File: config.mk
export PLATFORM = sky130hd
export DESIGN_NAME = rca_inc_pipe
export DESIGN_NICKNAME = d
export VERILOG_FILES = /design/src/rtl/ecc_arith_pkg.sv /design/src/rtl/fa.sv /design/src/rtl/rca_inc_pipe_slice.sv /design/src/rtl/rca_inc_pipe.sv
export SDC_FILE = /design/constraint.sdc
export NUM_CORES = 1
export LEC_CHECK = 0
export BUFFER_PORTS_ARGS = -buffer_cell sky130_fd_sc_hd__buf_2
export CORE_UTILIZATION = 40
export DETAILED_ROUTE_END_ITERATION = 6
export PLACE_DENSITY_LB_ADDON = 0.2
export SETUP_SLACK_MARGIN = 0.3
export SLEW_MARGIN = 20
export SYNTH_ARGS = -nofsm -noshare
export SYNTH_HDL_FRONTEND = slang
export SYNTH_SLANG_ARGS = --single-unit
export TNS_END_PERCENT = 50
File: constraint.sdc
create_clock -name clk -period 3.4 [get_ports clk]
set_input_delay 0.17 -clock clk [delete_from_list [all_inputs] [get_ports clk]]
set_output_delay 0.17 -clock clk [all_outputs]
set_load 0.03 [all_outputs]
File: src/rtl/ecc_arith_pkg.sv
// Shared arithmetic constants: default operand geometry and op encoding.
// Latency: n/a (constants only).
// Backpressure: n/a.
package ecc_arith_pkg;

   // Default operand width and pipeline depth for the incrementer.
   localparam int DEF_WIDTH  = 8;
   localparam int DEF_STAGES = 2;

   // Op encoding carried on the in_dec line.
   localparam logic OP_INC = 1'b0;
   localparam logic OP_DEC = 1'b1;

endpackage

File: src/rtl/fa.sv
// Single-bit full adder.
// Latency: combinational.
// Backpressure: n/a.
// Ports: a, b, ci -> s (sum), co (carry out).
module fa (
   input  logic a,
   input  logic b,
   input  logic ci,
   output logic s,
   output logic co
);

   assign s  = a ^ b ^ ci;
   assign co = (a & b) | (a & ci) | (b & ci);

endmodule

File: src/rtl/rca_inc_pipe_slice.sv
// One ripple slice of the incrementer: SW chained full adders, addend = dec on every bit.
// Latency: combinational.
// Backpressure: n/a.
// Ports: a (slice operand), dec (addend bit, all-ones for decrement), cin -> sum, cout.
module rca_inc_pipe_slice #(
   parameter int SW = 4
) (
   input  logic [SW-1:0] a,
   input  logic          dec,
   input  logic          cin,
   output logic [SW-1:0] sum,
   output logic          cout
);

   logic [SW:0] c;

   assign c[0] = cin;

   for (genvar i = 0; i < SW; i++) begin : g_bit
      fa u_fa (
         .a  (a[i]),
         .b  (dec),
         .ci (c[i]),
         .s  (sum[i]),
         .co (c[i+1])
      );
   end

   assign cout = c[SW];

endmodule

File: src/rtl/rca_inc_pipe.sv
// Pipelined ripple incrementer/decrementer; each stage resolves one WIDTH/STAGES slice.
// Latency: STAGES cycles from accept to out_valid when not stalled.
// Backpressure: whole pipe holds when out_valid & !out_ready; in_ready = !out_valid | out_ready.
// Ports: clk, rst_n (async active-low); in_valid/in_ready/in_data/in_dec operand side;
//        out_valid/out_ready/out_data/out_ovf result side (out_ovf = wrap/limit hit).
// Build option: define RCA_INC_SAT_EN to saturate instead of wrapping (out_ovf still set).
module rca_inc_pipe
   import ecc_arith_pkg::*;
#(
   parameter int WIDTH  = DEF_WIDTH,
   parameter int STAGES = DEF_STAGES
) (
   input  logic             clk,
   input  logic             rst_n,
   input  logic             in_valid,
   output logic             in_ready,
   input  logic [WIDTH-1:0] in_data,
   input  logic             in_dec,
   output logic             out_valid,
   input  logic             out_ready,
   output logic [WIDTH-1:0] out_data,
   output logic             out_ovf
);

   localparam int SW = WIDTH / STAGES;

   if (WIDTH % STAGES != 0) begin : g_bad_split
      $error("rca_inc_pipe: WIDTH must be an integer multiple of STAGES");
   end
   if (WIDTH < 2 || WIDTH > 64) begin : g_bad_width
      $error("rca_inc_pipe: WIDTH must be within 2..64");
   end

   // One global advance: every stage moves together or holds together,
   // which keeps bubbles and ordering trivially correct.
   logic adv;
   assign adv      = !out_valid | out_ready;
   assign in_ready = adv;

   // Link k feeds stage k: valid, partially resolved word, carry into slice k, op.
   logic [STAGES-1:0]            p_vld;
   logic [STAGES-1:0][WIDTH-1:0] p_dat;
   logic [STAGES-1:0]            p_cy;
   logic [STAGES-1:0]            p_dec;

   assign p_vld[0] = in_valid;
   assign p_dat[0] = in_data;
   assign p_dec[0] = in_dec;
   // Increment ripples +1 via carry-in; decrement adds all-ones with carry-in 0.
   assign p_cy[0]  = (in_dec == OP_INC);

   for (genvar k = 0; k < STAGES; k++) begin : g_stage
      logic [SW-1:0]    sum;
      logic             cout;
      logic [WIDTH-1:0] nxt_dat;

      rca_inc_pipe_slice #(.SW(SW)) u_slice (
         .a    (p_dat[k][k*SW +: SW]),
         .dec  (p_dec[k]),
         .cin  (p_cy[k]),
         .sum  (sum),
         .cout (cout)
      );

      // Lower slices are already resolved, upper slices still raw operand bits.
      always_comb begin
         nxt_dat              = p_dat[k];
         nxt_dat[k*SW +: SW]  = sum;
      end

      if (k < STAGES-1) begin : g_mid
         logic             r_vld;
         logic [WIDTH-1:0] r_dat;
         logic             r_cy;
         logic             r_dec;

         always_ff @(posedge clk or negedge rst_n) begin
            if (!rst_n) begin
               r_vld <= 1'b0;
               r_dat <= '0;
               r_cy  <= 1'b0;
               r_dec <= 1'b0;
            end else if (adv) begin
               r_vld <= p_vld[k];
               r_dat <= nxt_dat;
               r_cy  <= cout;
               r_dec <= p_dec[k];
            end
         end

         assign p_vld[k+1] = r_vld;
         assign p_dat[k+1] = r_dat;
         assign p_cy[k+1]  = r_cy;
         assign p_dec[k+1] = r_dec;
      end else begin : g_last
         logic             fin_ovf;
         logic [WIDTH-1:0] fin_dat;
         logic             r_vld;
         logic [WIDTH-1:0] r_dat;
         logic             r_ovf;

         // Increment overflows on carry out; decrement underflows on missing carry.
         assign fin_ovf = (p_dec[k] == OP_DEC) ? ~cout : cout;

`ifdef RCA_INC_SAT_EN
         always_comb begin
            fin_dat = nxt_dat;
            if (fin_ovf) begin
               fin_dat = (p_dec[k] == OP_DEC) ? '0 : '1;
            end
         end
`else
         assign fin_dat = nxt_dat;
`endif

         always_ff @(posedge clk or negedge rst_n) begin
            if (!rst_n) begin
               r_vld <= 1'b0;
               r_dat <= '0;
               r_ovf <= 1'b0;
            end else if (adv) begin
               r_vld <= p_vld[k];
               r_dat <= fin_dat;
               r_ovf <= fin_ovf;
            end
         end

         assign out_valid = r_vld;
         assign out_data  = r_dat;
         assign out_ovf   = r_ovf;
      end
   end

endmodule

=== After elaboration in Yosys (flattened, before gate mapping) ===
Cells that the tools add are included.

* Output and inout bits: 11
* Register bits: 21
* Logic and storage cells: 66
* Input bits: 13

* Reduce and logical (&&, ||, !) cells: 1
* Multiplexer cells: 1
* Bitwise logic cells: 57

{| class="wikitable"
|+ Operators with widths
! cell !! count
|-
| 1-bit AND || 23
|-
| 1-bit bitwise OR || 16
|-
| 1-bit bitwise XOR || 16
|-
| 1-bit inverter || 2
|-
| 1-bit zero test || 1
|-
| 1-bit 2-to-1 mux || 1
|}

=== Logic depth before layout (Yosys ltp) ===
* Depth after elaboration: 14
* Gate-level depth with buffers: 9
* Mapped depth without buffers: 9

=== Cells and area by module ===
A second synthesis with hierarchy kept.

* Cells, all modules: 55
* Area, all modules: 1,033.5 um^2

{| class="wikitable"
|+ By module, submodules not included
! module !! area each (um^2) !! cells each !! instances !! seq. area each (um^2)
|-
| rca_inc_pipe || 873.3 || 47 || 1 || 525.5
|-
| fa || 20.0 || 1 || 8 || 0.0
|}

=== Worst setup path after synthesis ===
No wires, ideal clock.

* Path type: reg2reg
* From: register g_stage[0].g_mid.r_dec
* To: register g_stage[1].g_last.r_ovf (netlist: out_ovf)
* Path buffers: 0
* Clock period less this slack: 2.220 ns
* Setup slack: 1.180 ns
* Arrival time: 2.095 ns
* Library setup time: 0.125 ns
* Required time: 3.275 ns
* Stages on the path, launching flop included: 10
* Path through: dfrtp_1 > inv_1 > fa_1 > inv_1 > fa_1 > fa_1 > inv_1 > fa_1 > xnor2_1 > mux2_4

* Longest elaborated chain between the ends: 14
* Elaborated cells on any way between the ends: 21

{| class="wikitable"
|+ Ends and longest elaborated chain
! element !! RTL line !! RTL
|-
| from (decl) || rca_inc_pipe.sv:75 || <nowiki>logic r_dec;</nowiki>
|-
| from (signal assigned) || rca_inc_pipe.sv:87 || <nowiki>r_dec <= p_dec[k];</nowiki>
|-
| 1-bit AND || fa.sv:14 || <nowiki>assign co = (a & b) | (a & ci) | (b & ci);</nowiki>
|-
| 1-bit bitwise OR (2 in a row) || fa.sv:14 ||
|-
| 1-bit AND || fa.sv:14 ||
|-
| 1-bit bitwise OR (2 in a row) || fa.sv:14 ||
|-
| 1-bit AND || fa.sv:14 ||
|-
| 1-bit bitwise OR (2 in a row) || fa.sv:14 ||
|-
| 1-bit AND || fa.sv:14 ||
|-
| 1-bit bitwise OR (2 in a row) || fa.sv:14 ||
|-
| 1-bit inverter || rca_inc_pipe.sv:103 || <nowiki>assign fin_ovf = (p_dec[k] == OP_DEC) ? ~cout : cout;</nowiki>
|-
| 1-bit 2-to-1 mux * || rca_inc_pipe.sv:103 ||
|-
| to (signal assigned) || rca_inc_pipe.sv:124 || <nowiki>r_ovf <= fin_ovf;</nowiki>
|-
| to (decl) || rca_inc_pipe.sv:100 || <nowiki>logic r_ovf;</nowiki>
|}

Every way passes the cells marked *; elsewhere a longest branch is shown, timed or not.
A chain may end at the register's enable or synchronous reset.

=== Worst setup path after layout ===
Ends and elaborated chain as after synthesis.

==> impl_metrics.yaml <==
yosys:
  ys_types: 14
  synth_area_um2: 1056
  seq_area_frac_synth: 0.4976
  synth_xor_xnor_area_share: 0.01659
  yosys_register_bits: 21
  synth_simple_gate_area_frac: 0.04739
  muxShareOfSynthArea: 0.2109
  synth_top_family_by_area: "multiplexers"
  yosys_warnings: 0
  syn-instance-count: 71
  synth_compound_area_frac: 0.01896
  syn_avg_cell_area_um2: 14.87
  synth_adder_area_share: 0.1445
  syn_nets: 92
global_routing:
  grt_pass1_wl_mm: 2.891
  antenna_found_initial: 0
  gr-total-overflow: 0
  grt_pass1_vias: 619
  grt_max_degree: 23
  track_usage: 0.1498
clock_network:
  cts.clk_slew.worst_paths_ns: 0.12
  cts_resized: 0
  htreeDepth: 1
  cts-buffers-inserted: 3
  post_cts_buffers: 0
  cts_tree: "built"
  root_buffer: "clkbuf_4"
  clock_path_buffers: 2
  cts.sinks: 21
  clk-insertion-delay-late_ns: 0.30
  cts_hold_buf: 1
setup_path:
  rrSetupSlack_ns: 1.03
  critPathLaunch: "g_stage[0].g_mid.r_dec$_DFFE_PN0P_"
  crit_path_start_kind: "flop"
  end_kind: "flop"
  reg2reg_to: "out_ovf$_DFFE_PN0P_"
  rr_startpoint: "g_stage[0].g_mid.r_dec$_DFFE_PN0P_"
  path_max_fanout: 4
  cp.arrival_ns: 2.57
  cp-endpoint: "out_ovf$_DFFE_PN0P_"
  cp.required_ns: 3.60
  crit_type: "reg -> reg"
  ff2ff_path_depth: 9
floorplan:
  start_util: 0.4263
  core_um2: 2477
  io_pins: 24
  num_rows: 18
  die_w_um: 53.38
  die_h_um: 53.38
  dieArea_um2: 2849
outcome:
  status: "complete, no violations"
sta:
  fin_tns_setup_ns: 0
  setup_violations: 0
  rsz0062_at_grt: "false"
  final_hold_viol_count: 0
  report.final.slew_viol_count: 0
  relSlewSlack: 0.6918
  finalCritPeriodShare: 0.6957
  fmax_mhz: 422.8
  fin_crit_ns: 2.365
  worst_slew_pin_slew_ns: 0.4623
  finalClockSkew_ns: 0.01046
worst_hold_path:
  hold_class: "in -> reg"
power_and_ir_drop:
  swShare: 0.3675
  p_clk_frac: 0.151
  powerDensity_nw_per_um2: 632.8
  power.share.sequential: 0.457
  comb_power_share: 0.392
  p_int_mw: 0.4898
  ir_worst_vdd_uv: 339.5
  p_sw_mw: 0.2846
  p_leak_nw: 0.6304
routing:
  ant_nets: 0
  wl_per_cell_um: 13.20
  drc: 0
  dr.pass1.iters: 4
  vias: 592
  drtIter0Drc: 3
  vias_per_cell: 4.661
  wl_mm: 1.677
placed_design:
  hpwl_mm: 1.235
  io_buffers: 23
  dp.cells: 122
  place.gp.congestion: 0.6462
final_layout:
  fillers: 238
  drive_above_1_share: 0.4330
  stdcell_count: 127
  nets: 119
  area_growth_syn_to_layout_pct: 15.88
  insertedDiodeCount: 0
job:
  maxCapViolCount: 0
[final cells by class]
class                      count  area (um^2)  area share
multi-input combinational     36        462.9      0.3783
inverter                      12        45.04     0.03681
timing repair buffer          24        125.1      0.1022
clock inverter                 1        5.005    0.004090
clock buffer                   3        22.52     0.01840
sequential                    21        525.5      0.4294
tap                           30        37.54     0.03067
[critical path, stage by stage (launching register included)]
cell and delay (ns):
dfrtp_1 0.48, inv_1 0.14, fa_1 0.41, inv_1 0.08, fa_1 0.19, fa_1 0.17
inv_1 0.05, fa_1 0.37, xnor2_1 0.14, mux2_4 0.26
[worst min-delay path by stage]
stage          depth (start not counted)                                     to        from  slack (ns)
2_1_floorplan                          0      g_stage[0].g_mid.r_cy$_DFFE_PN0P_       rst_n       -0.13
3_3_place_gp                           1                  out_valid$_DFFE_PN0P_       rst_n        0.15
3_5_place_dp                           1                out_data[1]$_DFFE_PN0P_       rst_n        0.15
4_1_cts                                2     g_stage[0].g_mid.r_vld$_DFFE_PN0P_    in_valid        0.08
5_1_grt                                2  g_stage[0].g_mid.r_dat[5]$_DFFE_PN0P_  in_data[5]        0.07
6_report                               2     g_stage[0].g_mid.r_vld$_DFFE_PN0P_    in_valid        0.08
[cells in the mapped netlist]
master	instances	area share
mux2i_1	2	0.019
xor2_1	1	0.0083
nor3b_1	4	0.028
xnor2_1	1	0.0083
dfrtp_1	21	0.50
nand2b_4	1	0.013
mux2_4	12	0.17
ha_1	1	0.012
buf_6	2	0.021
mux2_2	2	0.021
nand2b_1	1	0.0059
a21oi_1	4	0.019
fa_1	7	0.13
inv_1	12	0.043
[routing by layer]
metal / wire length, um / global-route usage
met5: 0 / 0
met4: 12 / 0.03947
met3: 81 / 0.06034
met2: 791 / 0.2417
met1: 791 / 0.1838
[stage by stage]
| step | util | cell area (um^2) | total power [mW] | hold slack (ns) | worst slack (ns) |
|---|---|---|---|---|---|
| floorplan | - | 1056 | 0.5789 | -0.1256 | 1.180 |
| global placement | 0.4788 | 1186 | 0.6541 | 0.1549 | 1.154 |
| detailed placement | 0.4788 | 1186 | 0.6647 | 0.1548 | 1.007 |
| CTS | 0.4939 | 1224 | 0.7873 | 0.07505 | 1.017 |
| global route | 0.4939 | 1224 | 0.8280 | 0.06586 | 0.8926 |
| finish | 0.4939 | 1224 | 0.7744 | 0.08441 | 1.035 |
[power by group through the flow]
stage	clock (mW)	combinational (mW)	sequential [mW]
3_5_place_dp	0	0.306	0.359
5_1_grt	0.137	0.330	0.361
2_1_floorplan	0	0.139	0.440
4_1_cts	0.125	0.308	0.354
3_3_place_gp	0	0.300	0.354
6_report	0.117	0.304	0.354
[cells by family (layout without fill, tap and decap cells)]
logic type      after synthesis  count (layout)
flops                        21              21
mux                          16              16
buf+inv                      14              40
fa+ha+maj                     8               8
simple gates                  6               6
compound gates                4               4
xor+xnor                      2               2
[registers in the layout, summed over array words and instances, names as in the netlist]
register	flops
g_stage.g_mid.r_cy	1
g_stage.g_mid.r_dat	8
g_stage.g_mid.r_dec	1
g_stage.g_mid.r_vld	1
out_data	8
out_ovf	1
out_valid	1
[placed cells by master, fill, tap and decap left out]
master	netlist	routed
clkinv_2	0	1
xor2_1	1	1
mux2_2	2	2
nand2b_4	1	1
ha_1	1	1
nand2b_1	1	1
dlygate4sd3_1	0	1
clkbuf_4	0	3
dfrtp_1	21	21
xnor2_1	1	1
nor3b_1	4	4
fa_1	7	7
inv_1	12	12
buf_2	0	23
a21oi_1	4	4
mux2_4	12	12
mux2i_1	2	2
Power figures use the tool's default switching activity.
